File: src/rtl/mem_fifo_ctrl_32x64.sv
// 64-bit valid/ready FIFO controller over an external 32x64 1R1W SRAM, with a
// 2-entry output buffer that hides the SRAM read latency. Bypass: MEM_FIFO_CTRL_BYPASS_EN.
module mem_fifo_ctrl_32x64 #(
  parameter int unsigned DATA_WIDTH = 64,
  parameter int unsigned ADDR_WIDTH = 5
) (
  input  logic                    clock,
  input  logic                    reset_n,
  input  logic                    in_valid,
  output logic                    in_ready,
  input  logic [DATA_WIDTH-1:0]   in_data,
  output logic                    out_valid,
  input  logic                    out_ready,
  output logic [DATA_WIDTH-1:0]   out_data,
  output logic [ADDR_WIDTH+1:0]   count,
  output logic [ADDR_WIDTH-1:0]   W0_addr,
  output logic                    W0_en,
  output logic [DATA_WIDTH-1:0]   W0_data,
  output logic [DATA_WIDTH/8-1:0] W0_mask,
  output logic [ADDR_WIDTH-1:0]   R0_addr,
  output logic                    R0_en,
  input  logic [DATA_WIDTH-1:0]   R0_data
);

  localparam int unsigned DEPTH = 1 << ADDR_WIDTH;
  localparam logic [ADDR_WIDTH:0] SRAM_FULL = (ADDR_WIDTH+1)'(DEPTH);

  logic [ADDR_WIDTH-1:0] r_wptr;
  logic [ADDR_WIDTH-1:0] r_rptr;
  logic [ADDR_WIDTH:0]   r_sram_cnt;
  logic                  r_inflight;
  logic [DATA_WIDTH-1:0] r_obuf [2];
  logic [1:0]            r_obuf_cnt;

  logic                  w_push;
  logic                  w_pop;
  logic                  w_bypass;
  logic                  w_wr;
  logic                  w_issue;
  logic [2:0]            w_occ;
  logic                  w_app;
  logic [DATA_WIDTH-1:0] w_app_data;
  logic [1:0]            w_base;
  logic [DATA_WIDTH-1:0] w_obuf_n [2];
  logic [1:0]            w_obuf_cnt_n;

  assign in_ready  = reset_n & (r_sram_cnt < SRAM_FULL);
  assign out_valid = (r_obuf_cnt != 2'd0);
  assign out_data  = r_obuf[0];
  assign w_push    = in_valid & in_ready;
  assign w_pop     = out_valid & out_ready;

  // Slots in the output path still claimed after this cycle's pop; issue only if one is free.
  assign w_occ   = {1'b0, r_obuf_cnt} + {2'b00, r_inflight} - {2'b00, w_pop};
  assign w_issue = (r_sram_cnt != '0) && (w_occ < 3'd2);

`ifdef MEM_FIFO_CTRL_BYPASS_EN
  assign w_bypass = w_push && (r_sram_cnt == '0) && !r_inflight &&
                    ((r_obuf_cnt < 2'd2) || w_pop);
`else
  assign w_bypass = 1'b0;
`endif

  assign w_wr    = w_push & ~w_bypass;
  assign W0_en   = w_wr;
  assign W0_addr = r_wptr;
  assign W0_data = w_wr ? in_data : '0;
  assign W0_mask = '1;
  assign R0_en   = w_issue;
  assign R0_addr = r_rptr;

  assign count = {1'b0, r_sram_cnt} + (ADDR_WIDTH+2)'(r_inflight) + (ADDR_WIDTH+2)'(r_obuf_cnt);

  // Return and bypass are mutually exclusive: bypass requires nothing in flight.
  assign w_app      = r_inflight | w_bypass;
  assign w_app_data = w_bypass ? in_data : R0_data;
  assign w_base     = r_obuf_cnt - {1'b0, w_pop};

  always_comb begin
    w_obuf_n[0] = r_obuf[0];
    w_obuf_n[1] = r_obuf[1];
    if (w_pop) begin
      w_obuf_n[0] = r_obuf[1];
    end
    if (w_app) begin
      if (w_base == 2'd0) begin
        w_obuf_n[0] = w_app_data;
      end else begin
        w_obuf_n[1] = w_app_data;
      end
    end
    w_obuf_cnt_n = w_base + {1'b0, w_app};
  end

  always_ff @(posedge clock or negedge reset_n) begin
    if (!reset_n) begin
      r_wptr     <= '0;
      r_rptr     <= '0;
      r_sram_cnt <= '0;
      r_inflight <= 1'b0;
      r_obuf[0]  <= '0;
      r_obuf[1]  <= '0;
      r_obuf_cnt <= '0;
    end else begin
      if (w_wr) begin
        r_wptr <= r_wptr + 1'b1;
      end
      if (w_issue) begin
        r_rptr <= r_rptr + 1'b1;
      end
      r_sram_cnt <= r_sram_cnt + (ADDR_WIDTH+1)'(w_wr) - (ADDR_WIDTH+1)'(w_issue);
      r_inflight <= w_issue;
      r_obuf[0]  <= w_obuf_n[0];
      r_obuf[1]  <= w_obuf_n[1];
      r_obuf_cnt <= w_obuf_cnt_n;
    end
  end

endmodule

File: config.mk
export PLATFORM = sky130hd
export DESIGN_NAME = mem_fifo_ctrl_32x64
export DESIGN_NICKNAME = d
export VERILOG_FILES = /design/src/rtl/mem_fifo_ctrl_32x64.sv
export SDC_FILE = /design/constraint.sdc
export NUM_CORES = 1
export LEC_CHECK = 0
export BUFFER_PORTS_ARGS = -buffer_cell sky130_fd_sc_hd__buf_2
export CORE_ASPECT_RATIO = 2
export CORE_MARGIN = 4
export CORE_UTILIZATION = 50
export CTS_CLUSTER_DIAMETER = 30
export CTS_CLUSTER_SIZE = 30
export DETAILED_ROUTE_END_ITERATION = 7
export PLACE_DENSITY = 0.8
export SLEW_MARGIN = 10
export SYNTH_ARGS = -nofsm -noshare
export SYNTH_HDL_FRONTEND = slang
export SYNTH_SLANG_ARGS = --single-unit
File: constraint.sdc
create_clock -name clock -period 3.5 [get_ports clock]
set_input_delay 0.525 -clock clock [delete_from_list [all_inputs] [get_ports clock]]
set_output_delay 0.525 -clock clock [all_outputs]
set_load 0.005 [all_outputs]
-- After elaboration in Yosys (flattened, before gate mapping)
Index checks and enable logic that the tools add are counted.
- register bits: 147
- word-level logic and storage cells: 33
- $add $sub $neg: 10
- order comparisons: 2
- muxes and demuxes: 5
- bitwise logic cells: 4
- reduce and logical (&&, ||, !) cells: 5
- operators with widths (operator ; number):
    64-bit 2-to-1 mux ; 4
    128-bit 2-to-1 mux ; 1
    5-bit by 1-bit adder with 5-bit output, second input constant ; 2
    6-bit by 1-bit adder with 7-bit output ; 1
    7-bit by 2-bit adder with 7-bit output ; 1
    6-bit by 1-bit adder with 6-bit output ; 1
    6-bit < comparator, second input constant ; 1
    6-bit nonzero test ; 1
    6-bit by 1-bit subtractor with 6-bit output ; 1
    2-bit by 1-bit adder with 3-bit output ; 1
    1-bit AND ; 3
    3-bit by 2-bit < comparator with 1-bit output, second input constant ; 1
    3-bit by 1-bit subtractor with 3-bit output ; 1
    2-bit by 1-bit adder with 2-bit output ; 1
    2-bit zero test ; 1
    2-bit AND reduction ; 1
    2-bit nonzero test ; 1
    2-bit by 1-bit subtractor with 2-bit output ; 1
    1-bit logical AND ; 1
    1-bit NOT ; 1

-- Logic depth before layout (Yosys ltp)
- depth in word-level cells: 6
- gate-level depth with buffers: 13
- depth with buffers taken out: 13

-- Worst setup path after synthesis
OpenSTA, ideal clock, no wires.
- kind: input -> register
- from: input port out_ready
- to: register r_sram_cnt[4]
- data arrival time: 3102 ps
- required time: 3372 ps
- slack: 271 ps
- stages on the path: 13
- path through: nand2b_1 > nand2_1 > nand2_1 > fa_1 > xor2_1 > nor3b_1 > ha_1 > inv_1 > ha_1 > fa_1 > a21oi_1 > o21bai_1 > xor2_1
- cells in the longest elaborated chain, start to end: 5
- RTL lines (item ; RTL line ; source):
    start, declared ; 13 ; input logic out_ready,
    1-bit AND ; 51 ; assign w_pop = out_valid & out_ready;
    3-bit by 1-bit subtractor with 3-bit output ; 54 ; assign w_occ = {1'b0, r_obuf_cnt} + {2'b00, r_inflight} - {2'b00, w_pop};
    3-bit by 2-bit < comparator with 1-bit output ; 55 ; assign w_issue = (r_sram_cnt != '0) && (w_occ < 3'd2);
    1-bit logical AND ; 55 ;
    via R0_en ; 21 ; output logic R0_en,
    6-bit by 1-bit subtractor with 6-bit output ; 111 ; r_sram_cnt <= r_sram_cnt + (ADDR_WIDTH+1)'(w_wr) - (ADDR_WIDTH+1)'(w_issue);
    end signal, assigned ; 111 ;
    end, declared ; 30 ; logic [ADDR_WIDTH:0] r_sram_cnt;
The timed path passes the listed nets, and every way through them passes these cells.
A chain may end at the register's enable or synchronous reset.

-- Final worst setup path
- from: register r_obuf_cnt[0]
- to: register r_sram_cnt[4]
- cells in the longest elaborated chain, start to end: 6
- RTL lines (item ; RTL line ; source):
    start, declared ; 33 ; logic [1:0] r_obuf_cnt;
    start signal, assigned ; 115 ; r_obuf_cnt <= w_obuf_cnt_n;
    branches (longest 2 deep; another with 2-bit by 1-bit adder with 3-bit output) ; n/a ;
    3-bit by 1-bit subtractor with 3-bit output (*) ; 54 ;
    3-bit by 2-bit < comparator with 1-bit output (*) ; 55 ;
    1-bit logical AND (*) ; 55 ;
    6-bit by 1-bit subtractor with 6-bit output (*) ; 111 ;
Mark *: on every way between the ends.

==> impl_results.md <==
- P_sw: between 0.002 and 0.003 W
- Register area: 0.00368 sq mm
- First-pass GRT wire length: roughly 31 mm
- Hold path cells: 2
- Min Clock Period, post-route: 3140 ps
- Via Count: 5134
- Ys async rst share: 100%
- Adder-Cell Fraction of Synth Area: roughly 3.5%
- Die Area: between 0.015 and 0.02 sq mm
- Ports: 289
- Worst min-delay path category: in -> reg
- Synth cell count leaders: 147 x dfrtp_1, 134 x mux2_2, 72 x buf_4, 64 x and2_1, 60 x mux2_4
- Synthesis-to-finish area growth: 20.6%
- Area leader, netlist: dfrtp_1
- Non-Filler Instances: 1026
- Synth cell types: 37
- Clock buffer count from CTS: 17
- All-Layer GR Usage: approximately 22%
- RSZ-0062 raised after global routing: no
- Number of global-route vias before repair: roughly 5600
- Layout cells sized above 1: a little over three fifths
- Multi-input logic area: between 0.003 and 0.004 sq mm
- Cells after Synth: about 600
- DRC: 0
- Cells after DPL: 996
- Clock Latency Late Sink: approximately 420 ps
- Post-Synth XOR/XNOR Area: under 10%
- Initial Util: 50.7%
- Synth warn: 0
- PD cells: roughly 950 mW/mm^2
- Largest net degree at the start of global routing: 77
- ANT cells: 0
- DRT antenna net count: 0
- Fill count: ~1300
- Compound-Gate Fraction of Synth Area: 1.03%
- Leak Pwr: around 5.0 nW
- Setup WS pre-CTS: approximately 120 ps
- Req. time, crit path: ~3800 ps
- Final instance area: around 0.0096 sq mm
- Synth Flop Type: dfrtp_1
- Path depth of the worst reg2reg path: 13
- Placed Area: slightly above 0.009 sq mm
- Routed wire per std cell: approximately 19 um
- Row cnt: 65
- Fin. Hold Viols: 0
- CTS tree: done
- Fmax: around 320 MHz
- Synth area leaders: dfrtp_1 46%, mux2_2 19%, mux2_4 11%
- Final Wtd Congestion: ~0.91
- Clock-pin slew on the worst setup and hold paths: 60 ps
- Routed WL: between 15 and 20 mm
- DR pass1 iterations: 4
- CTS max path bufs: 2
- Most common cell in the netlist: dfrtp_1
- Horiz. Die Dim: around 97 um
- Total negative slack: 0 ps
- Max Cap Viol: 0
- Critical setup path kind: reg -> reg
- Cts repair resizes: 0
- # port buffers: 280
- Mapped Avg Cell Area: about 13 sq um
- Clk sinks: roughly 150
- Hold_ws: ~350 ps
- Sw frac: approximately a third
- VDD IR max: between 0.4 and 0.5 mV
- Worst-Margin Slew: between 900 and 1000 ps
- Status: complete, no violations
- Capturing element type of the critical path: register
- Syn Std Cell Area: about 0.0080 sq mm
- EDFF count, synth: 0
- Final Setup Violations: 0
- Max H-tree Level: 4
- Crit Path Max Fanout: 5
- Final max-slew violation count: 0
- Setup slack after layout: 364 ps
- Clock root buffer: clkbuf_16
- Gr ovfl total: 0
- Mux contribution to synthesized area: between 30% and 40%
- Post-detail-place hpwl: between 15 and 20 mm
- Internal power: between 0.006 and 0.007 W
- Nets: roughly 970
- Largest family of logic cells by synthesized area: multiplexers
- Initial antenna violation count: 5
- Top-area cell type share of the netlist area: a little under half
- Hold Buf Count CTS: 0
- Flops & latches, synth: about 150
- Die Ht: approximately 190 um
- Clock power frac: 19.5%
- Sequential share of power: 34.4%
- CP Launch Type: register
- Core ar.: 0.0158 sq mm
- Seq/Total Area, Yosys: 46.0%
- Iteration-0 DRC Markers: between 150 and 200
- Clock skew: approximately 9 ps
- Crit share post-route: about nine tenths
- Slew headroom: 35.3%
- Synth Area in Simple Gates: around 7.3%
- Power share of the combinational group: between 40% and 50%
- Worst path arrival time: between 3000 and 4000 ps
- Setup Buffers After CTS: 0
- Drt via density: around 5
layout make-up:
| class | count | area share, % |
|---|---|---|
| flip-flops and latches | 147 | 38.2 |
| clock buffers | 21 | 4.98 |
| inverters | 15 | 0.584 |
| clock inverters | 9 | 1.08 |
| well taps | 201 | 2.61 |
| repair buffers | 290 | 15.6 |
| multi-input cells | 343 | 37.0 |
registers in the layout, indices dropped and copies added (netlist names):
register and count:
W0_addr 5, r_inflight 1, out_data 64, r_sram_cnt 6
r_obuf 64, R0_addr 5, r_obuf_cnt 2
through the flow:
step	utilization, %	total power (W)
2_1_floorplan	-	0.00660
3_3_place_gp	57.4	0.00728
3_5_place_dp	57.4	0.00742
4_1_cts	61.1	0.00928
5_1_grt	61.1	0.00981
6_report	61.1	0.00918
metal layers:
layer / track usage (%) / up-vias / wire [um]
met5: 0 / - / 22
met3: 6.47 / 31 / 1560
li1: - / 2385 / -
met4: 8.53 / 6 / 530
met1: 24.2 / 2475 / 7280
met2: 39.5 / 237 / 10500
power groups by stage:
| stage | logic [W] | clock network (W) | registers, W |
|---|---|---|---|
| 6_report | 0.00423 | 0.00179 | 0.00316 |
| 5_1_grt | 0.00462 | 0.00191 | 0.00328 |
| 4_1_cts | 0.00428 | 0.00184 | 0.00316 |
| 3_5_place_dp | 0.00425 | 0 | 0.00317 |
| 3_3_place_gp | 0.00414 | 0 | 0.00313 |
| 2_1_floorplan | 0.00358 | 0 | 0.00302 |
worst max-delay path, cell delays in order, from the launching register on:
cell and delay, ps:
dfrtp_1 440, nand3b_4 230, nand2_1 110, nand2_1 70, fa_1 380, xor2_1 280, nor3b_1 120, ha_1 320
inv_1 40, ha_1 210, fa_1 430, a21oi_1 150, o21bai_1 90, xor2_1 150
path summary, 6_finish.rpt:
check | start | endpoint | slack, ps
min | R0_data[35] | r_obuf[35]$_DFFE_PN0P_ | 350
max | r_obuf_cnt[0]$_DFF_PN0_ | r_sram_cnt[4]$_DFF_PN0_ | 360
max in group asynchronous | reset_n | r_obuf[60]$_DFFE_PN0P_ | 1630
max reg2reg | r_obuf_cnt[0]$_DFF_PN0_ | r_sram_cnt[4]$_DFF_PN0_ | 360
min reg2reg | R0_addr[4]$_DFFE_PN0P_ | R0_addr[4]$_DFFE_PN0P_ | 470
min in group asynchronous | reset_n | out_data[22]$_DFF_PN0_ | 370
cell families after synthesis:
| logic type | Yosys count |
|---|---|
| flops | 147 |
| xor+xnor | 17 |
| buf+inv | 114 |
| mux | 194 |
| other cells | 1 |
| simple gates | 92 |
| fa+ha+maj | 20 |
| compound gates | 12 |
placed cells by master, fill, tap and decap left out, types with 2 or more instances in the layout:
cell type	count
clkbuf_8	4
o21bai_1	2
dfrtp_1	147
conb_1	8
a21oi_1	2
o21ai_0	2
nand2_1	8
nor3_1	2
and2_1	64
inv_1	15
fa_1	4
xor2_1	11
ha_1	16
buf_4	8
buf_2	279
clkbuf_16	17
xnor2_1	6
buf_12	2
nor2b_1	3
mux2_4	60
mux2_2	134
bufinv_16	2
o211ai_1	2
nand4_1	3
nor4b_1	2
clkinv_2	4
clkinvlp_4	2
No activity file was read; power rests on OpenSTA's default activity.
